<file path="config.mk">
export PLATFORM = sky130hd
export DESIGN_NAME = fifo_drain
export DESIGN_NICKNAME = d
export VERILOG_FILES = /design/src/rtl/fifo_pkg.sv /design/src/rtl/drain_skid.sv /design/src/rtl/fifo_drain.sv
export SDC_FILE = /design/constraint.sdc
export NUM_CORES = 1
export LEC_CHECK = 0
export CAP_MARGIN = 20
export CORE_ASPECT_RATIO = 0.75
export CORE_MARGIN = 3
export CORE_UTILIZATION = 25
export CTS_CLUSTER_DIAMETER = 40
export DETAILED_ROUTE_END_ITERATION = 10
export GPL_TIMING_DRIVEN = 0
export SYNTH_ARGS = -nofsm -noshare
export SYNTH_HDL_FRONTEND = slang
export SYNTH_SLANG_ARGS = --single-unit
</file>
<file path="constraint.sdc">
create_clock -name clk -period 3.3 [get_ports clk]
set_clock_uncertainty 0.1 [all_clocks]
set_input_delay 0.99 -clock clk [delete_from_list [all_inputs] [get_ports clk]]
set_output_delay 0.99 -clock clk [all_outputs]
set_load 0.03 [all_outputs]
</file>
<file path="src/rtl/fifo_pkg.sv">
// ============================================================================
// Module   : fifo_pkg
// Purpose  : Shared types and constants for the FIFO read-side drain logic.
// Revision : 1.0 - initial release
// ============================================================================
`default_nettype none

package fifo_pkg;

  typedef enum logic [0:0] {
    IDLE  = 1'b0,
    DRAIN = 1'b1
  } drain_state_t;

  localparam int DELIV_W = 16;

endpackage

`default_nettype wire

</file>
<file path="src/rtl/drain_skid.sv">
// ============================================================================
// Module   : drain_skid
// Purpose  : Two-entry in-order output buffer feeding a valid/ready stream.
// Revision : 1.0 - initial release
// ============================================================================
`default_nettype none

module drain_skid #(
  parameter int WIDTH = 8
) (
  input  logic             clk,
  input  logic             reset,
  input  logic             wr,
  input  logic [WIDTH-1:0] wr_data,
  output logic             rd_valid,
  input  logic             rd_ready,
  output logic [WIDTH-1:0] rd_data,
  output logic [1:0]       occ
);

  logic [WIDTH-1:0] r_head;
  logic [WIDTH-1:0] r_tail;
  logic [1:0]       r_occ;
  logic             w_rd;
  logic             w_wr;

  assign rd_valid = (r_occ != 2'd0);
  assign rd_data  = r_head;
  assign occ      = r_occ;
  assign w_rd     = rd_valid && rd_ready;
  // A write into a full buffer is only accepted when a read frees a slot.
  assign w_wr     = wr && ((r_occ != 2'd2) || w_rd);

  always_ff @(posedge clk or posedge reset) begin
    if (reset) begin
      r_head <= '0;
      r_tail <= '0;
      r_occ  <= 2'd0;
    end else begin
      case ({w_wr, w_rd})
        2'b10: begin
          if (r_occ == 2'd0) begin
            r_head <= wr_data;
          end else begin
            r_tail <= wr_data;
          end
          r_occ <= r_occ + 2'd1;
        end
        2'b01: begin
          if (r_occ == 2'd2) begin
            r_head <= r_tail;
          end
          r_occ <= r_occ - 2'd1;
        end
        2'b11: begin
          if (r_occ == 2'd1) begin
            r_head <= wr_data;
          end else begin
            r_head <= r_tail;
            r_tail <= wr_data;
          end
        end
        default: begin
        end
      endcase
    end
  end

endmodule

`default_nettype wire

</file>
<file path="src/rtl/fifo_drain.sv">
// ============================================================================
// Module   : fifo_drain
// Purpose  : Threshold/flush-triggered burst drain of a FIFO into a stream.
// Revision : 1.0 - initial release
// ============================================================================
`default_nettype none

module fifo_drain
  import fifo_pkg::*;
#(
  parameter int DEPTH     = 4,
  parameter int WIDTH     = 8,
  parameter int THRESHOLD = 2
) (
  input  logic               clk,
  input  logic               reset,
  input  logic [DEPTH-1:0]   fifo_count,
  input  logic [WIDTH-1:0]   fifo_dout,
  output logic               pop,
  input  logic               flush,
  output logic [WIDTH-1:0]   m_data,
  output logic               m_valid,
  input  logic               m_ready,
  output logic               busy,
  output logic [DELIV_W-1:0] delivered
);

  localparam logic [DEPTH-1:0] c_thresh = DEPTH'(THRESHOLD);
  localparam logic [DEPTH-1:0] c_one    = DEPTH'(1);

  drain_state_t       r_state;
  drain_state_t       w_state_next;
  logic [1:0]         w_occ;
  logic               w_fifo_nz;
  logic [DELIV_W-1:0] r_delivered;

  assign w_fifo_nz = (fifo_count != '0);
  // Pop depends only on registered state and FIFO occupancy, never on m_ready.
  assign pop       = (r_state == DRAIN) && w_fifo_nz && (w_occ != 2'd2);
  assign busy      = (r_state == DRAIN) || (w_occ != 2'd0);
  assign delivered = r_delivered;

  always_ff @(posedge clk or posedge reset) begin
    if (reset) begin
      r_state <= IDLE;
    end else begin
      r_state <= w_state_next;
    end
  end

  always_comb begin
    w_state_next = r_state;
    case (r_state)
      IDLE: begin
        if ((fifo_count >= c_thresh) || (flush && w_fifo_nz)) begin
          w_state_next = DRAIN;
        end
      end
      DRAIN: begin
        if (!w_fifo_nz || ((fifo_count == c_one) && pop)) begin
          w_state_next = IDLE;
        end
      end
      default: begin
        w_state_next = IDLE;
      end
    endcase
  end

  always_ff @(posedge clk or posedge reset) begin
    if (reset) begin
      r_delivered <= '0;
    end else if (m_valid && m_ready) begin
      r_delivered <= r_delivered + 1'b1;
    end
  end

  drain_skid #(
    .WIDTH (WIDTH)
  ) u_skid (
    .clk      (clk),
    .reset    (reset),
    .wr       (pop),
    .wr_data  (fifo_dout),
    .rd_valid (m_valid),
    .rd_ready (m_ready),
    .rd_data  (m_data),
    .occ      (w_occ)
  );

endmodule

`default_nettype wire

</file>
; ---- Word level (Yosys, flattened, before mapping)
; Cells that the tools add are included.
[classes]
bitwise_logic = 1
mux = 11
eq_ne = 11
magnitude_cmp = 1
addsub = 3
n_reduce_logical = 19
[ops]
columns = op, n
row1 = 2-to-1 mux 8 bit, 5
row2 = one-hot mux 8 bit (3 select lines), 1
row3 = "adder 16 x 1 -> 16 bit, second input constant", 1
row4 = one-hot mux 8 bit (2 select lines), 1
row5 = "equality test 2 bit, second input constant", 3
row6 = logical AND 1 bit, 6
row7 = "!= test 2 bit, second input constant", 3
row8 = AND reduction 3 bit, 2
row9 = nonzero test 2 bit, 3
row10 = "equality test 2 x 1 -> 1 bit, second input constant", 2
row11 = "equality test 4 x 1 -> 1 bit, second input constant", 1
row12 = "greater-or-equal comparator 4 x 2 -> 1 bit, second input constant", 1
row13 = logical OR 1 bit, 4
row14 = "!= test 2 x 1 -> 1 bit, second input constant", 2
row15 = one-hot mux 2 bit (2 select lines), 1
row16 = nonzero test 4 bit, 1
row17 = nonzero test 3 bit, 1
row18 = "adder 2 x 1 -> 2 bit, second input constant", 1
row19 = logical NOT 2 bit, 1
row20 = 2-to-1 mux 1 bit, 2
row21 = one-hot mux 1 bit (2 select lines), 1
row22 = "subtractor 2 x 1 -> 2 bit, second input constant", 1
row23 = logical NOT 1 bit, 1
row24 = NOT 1 bit, 1
[totals]
in_bits = 16
reg_bits = 35
output_inout_bits = 27
word_cells = 51

; ---- Depth between registers and ports, before layout
[logic_depth]
depth_word = 7
ltp_mapped = 10
mapped_depth_nobuf = 9

; ---- By module
; Synthesis repeated with hierarchy kept, for this count alone.
[unflattened]
cells_unflattened = 159
area_unflattened_um2 = 1825.5
[modules_own_cells]
columns = module, seq_area_each_um2, cells_per_inst, area_per_inst_um2, instances
row1 = drain_skid, 450.4, 86, 997.2, 1
row2 = fifo_drain, 425.4, 73, 828.3, 1

; ---- Worst setup path before layout
; No wires, ideal clock.
[synth_timing]
kind = input port to flip-flop
startpoint = input port fifo_count[1]
endpoint = register u_skid.r_head[0] (netlist: u_skid.rd_data[0])
cell_stages = 7
required_time_ps = 3123
setup_slack_ps = 366
arrival_time_ps = 2757
n_path_buf = 1
setup_time_ps = 77
cell_sequence = or4_1 -> and3_1 -> ha_1 -> a221oi_2 -> buf_2 -> nor2_1 -> a21oi_1
[synth_via]
elab_chain_len = 7
word_cells_on_any_way = 12
classes_between = eq/ne (5) / mux (1) / reduce/logical (6)
[synth_rtl]
columns = element, line
row1 = "start, declared", fifo_drain.sv:17  ; input logic [DEPTH-1:0] fifo_count,
row2 = nonzero test 4 bit (*), fifo_drain.sv:37  ; assign w_fifo_nz = (fifo_count != '0);
row3 = logical AND 1 bit (*) (2 in series), fifo_drain.sv:39  ; assign pop = (r_state == DRAIN) && w_fifo_nz && (w_occ != 2'd2);
row4 = logical AND 1 bit (*), drain_skid.sv:32  ; assign w_wr = wr && ((r_occ != 2'd2) || w_rd);
row5 = equality test 2 x 1 -> 1 bit / equality test 2 bit (equally long branches), drain_skid.sv:40  ; case ({w_wr, w_rd})
row6 = != test 2 x 1 -> 1 bit (no line) / nonzero test 3 bit (equally long branches), n/a
row7 = AND reduction 3 bit (no line), n/a
row8 = "end signal, assigned", drain_skid.sv:43  ; r_head <= wr_data;
row9 = "end signal, assigned", drain_skid.sv:51  ; r_head <= r_tail;
row10 = "end signal, assigned", drain_skid.sv:57  ; r_head <= wr_data;
row11 = "end, declared", drain_skid.sv:21  ; logic [WIDTH-1:0] r_head;
; Every way passes the cells marked *; elsewhere a longest branch is shown, timed or not.
; A chain may end at the register's enable or synchronous reset.

; ---- Worst setup path after layout
[layout_timing]
startpoint = input port fifo_count[3]
endpoint = output port pop
[layout_via]
elab_chain_len = 3
[layout_rtl]
columns = element, line
row1 = nonzero test 4 bit, fifo_drain.sv:37
row2 = logical AND 1 bit (2 in series), fifo_drain.sv:39
row3 = "end, declared", fifo_drain.sv:19  ; output logic pop,
; No other way between the ends.

==> summary.txt <==
Outcome
  – Status: finished clean

Worst setup path
  – WP data required: 2.21 ns
  – CP max stage delay: 0.43 ns
  – Worst setup path endpoint: pop
  – Critical-path maximum fanout: 2
  – Bufs and invs on worst path: 2
  – Reg-to-reg slack, setup: 0.93 ns
  – Crit path launch type: input port
  – WS Path Type: input port to output port
  – Worst path cell trace: clkdlybuf4s50_1 -> or4_4 -> and3_4 -> buf_6
  – WP data arrival: 2.14 ns
  – Crit-path slowest cell: or4_4
  – Worst reg2reg path depth: 8
  – FF-to-FF End: u_skid.r_tail[3]
  – Reg2reg start: u_skid.occ[0]
  – CP Launch Point: fifo_count[3]
  – Critical Path Stages: 4
  – Crit end category: output port
  – Crit path max-delay family: simple AND/OR/NAND/NOR gates

Placed design
  – Port bufs: 42
  – Place WS: -0.5524 ns
  – Final Wtd Congestion: 0.7054
  – Placed inst area: 2188 sq um
  – HPWL after detailed placement: 2569 microns

Clock network
  – Clock transition at path regs: 0.07 ns
  – CTS tree: built
  – Hold-fix buffers at CTS: 0
  – Worst-Skew Late Latency: 0.29 ns
  – Cts bufs inserted: 5
  – Max Buffers Root-to-Sink: 2
  – Clock tree root buffer cell: clkbuf_8
  – CTS sink count: 35
  – H-tree depth: 2

Pwr
  – Maximum vdd drop: 0.3677 mV
  – Total chip power: 2.099 mW
  – Power per cell area: 908.9 nW/um^2
  – Pleak: 0.9666 nW

Finish
  – Final instance area: 2310 sq um
  – Post-layout nets: 222
  – Layout cell share with drive strength beyond 1: 15.08%
  – Filler cells: 659
  – Area grow syn2layout: 38.59%
  – Diodes inserted: 0

Hold path
  – Hold Crit Class: flip-flop to flip-flop

Floorplan
  – Total I/O pin count: 43
  – Initial Util: 26.12%
  – Row Count: 25
  – Die H: 76.71 microns
  – Width of the chip: 100.3 microns
  – Core area: 6381 sq um
  – Die area: 7692 sq um

Yosys
  – Synth unique cells: 30
  – List of most frequent post-synthesis cells: dfrtp_1 (35), nand2_1 (14), xnor2_1 (14)
  – FFs w/ async S/R, synth: 100.0%
  – Most common cell in the netlist: dfrtp_1
  – Synth Instances: 147
  – Synth area leaders: dfrtp_1 (53%), xnor2_1 (7.4%), mux2_2 (6.1%)
  – Post-synth EDFFs: 0
  – Synth Warn #: 0
  – Synthesis-stage register bit count: 35
  – Prevailing post-synth register cell: dfrtp_1
  – Seq/Total Area, Yosys: 52.55%
  – Synthesized net count: 171
  – Mapped cell area: 1667 sq um
  – Leading area contributor after synthesis: dfrtp_1
  – Mean post-synth cell area: 11.34 sq um
  – Area share of the largest cell type after synthesis: 52.55%

Timing
  – Final Hold Fails: 0
  – Max_slew headroom: 50.73%
  – Worst-Margin Slew: 0.7380 ns
  – Min Clock Period, post-route: 3.234 ns
  – Final Cycle Share: 97.99%
  – Setup TNS: 0 ns
  – Setup violators final: 0
  – Unrepaired setup endpoints after global routing: no
  – Final Worst Setup Slack: 0.06636 ns
  – Fmax: 0.3092 GHz
  – Slew Limit Fails: 0

Drt
  – DRT iter0 DRCs: 26
  – Vias: 1,252
  – Residual DRC count: 0
  – Final WL: 3610 microns
  – Wire per inst: 12.89 microns
  – Antenna-violating nets left: 0
  – First-pass detailed-route iteration total: 4
  – Vias/cell: 4.471

Global route
  – Largest net degree at the start of global routing: 36
  – Gr ovfl total: 0
  – First-pass GRT wire length: 6368 microns
  – Total GRT Usage: 10.44%
  – Number of global-route vias before repair: 1,292
  – Initial antenna violation count: 0

Job
  – Max Cap Violations: 0
==> worst min path at each step <==
stage / start / endpoint / slack, ns / cells after the start
4_1_cts: delivered[15] / delivered[15] / 0.38 / 1
5_1_grt: delivered[15] / delivered[15] / 0.41 / 1
2_1_floorplan: u_skid.occ[0] / u_skid.occ[0] / 0.36 / 1
6_report: delivered[15] / delivered[15] / 0.37 / 1
3_3_place_gp: delivered[15] / delivered[15] / 0.37 / 1
3_5_place_dp: delivered[15] / delivered[15] / 0.36 / 1
==> layer usage <==
layer	vias up	GRT usage [%]	wire, microns
met4	0	4.038	53
met2	32	14.42	1477
met1	597	14.36	1805
met3	8	4.364	274
met5	-	0	0
li1	615	-	-
==> through the flow <==
step / hold WS [ns] / utilization (%) / instances
after CTS: 0.3766 / 35.92 / 278
final: 0.3725 / 36.20 / 280
after detailed placement: 0.3638 / 34.29 / 270
after floorplan: 0.3645 / - / 147
after global placement: 0.3650 / 34.29 / 270
after global routing: 0.4098 / 36.20 / 280
==> layout make-up <==
class                           instances  area [sq um]  area share, %
Inverter                                8         32.53          1.408
Multi-Input combinational cell        102         762.0          32.99
Buffer                                  2         16.27         0.7042
Clock inverter                          2         12.51         0.5417
Clock buffer                            6         72.57          3.142
Timing Repair Buffer                   44         436.7          18.91
Sequential cell                        35         875.8          37.92
Tap cell                               81         101.3          4.388
==> power by group <==
| part | leakage [nW] | internal [mW] | total, mW | switching (mW) |
|---|---|---|---|---|
| logic | 0.500 | 0.498 | 1.09 | 0.592 |
| clock network | 0.0412 | 0.147 | 0.304 | 0.157 |
| registers | 0.425 | 0.591 | 0.705 | 0.114 |
| total | 0.967 | 1.24 | 2.10 | 0.863 |
==> logic make-up (layout without fill, tap and decap cells) <==
| logic type | after synthesis | count (layout) | synth area share [%] |
|---|---|---|---|
| multiplexers | 9 | 9 | 6.081 |
| adder cells (fa/ha/maj) | 8 | 8 | 6.006 |
| AO/OA/AOI/OAI | 21 | 21 | 9.084 |
| buffers and inverters | 10 | 62 | 2.928 |
| flip-flops | 35 | 35 | 52.55 |
| XOR/XNOR | 17 | 17 | 8.934 |
| AND/OR/NAND/NOR | 47 | 47 | 14.41 |
==> state kept, by name, indices dropped and copies added, names as in the netlist <==
register and flops:
r_state 1, u_skid.rd_data 8, u_skid.r_tail 8, delivered 16
u_skid.occ 2
==> what timing repair did <==
item,CTS,global route
pin swaps,1,2
buffers inserted,0,2
resized for setup,12,1
setup endpoints to repair,9,9
==> placed cells by master (no fill, tap or decap), types with 2 or more instances in the layout <==
master            n
clkbuf_8          5
xor2_1            3
inv_1             5
buf_4             2
buf_6             2
xnor2_1          14
and3_1            3
a21oi_1           8
nand3_1           5
clkdlybuf4s50_1  38
dfrtp_1          35
mux2_2            9
ha_1              8
nand4_1           4
a22oi_1           8
nor3_1            3
dlygate4sd2_1     2
nor2_1           10
nand2_1          14
Note: power is estimated with default switching activity, not from simulation.
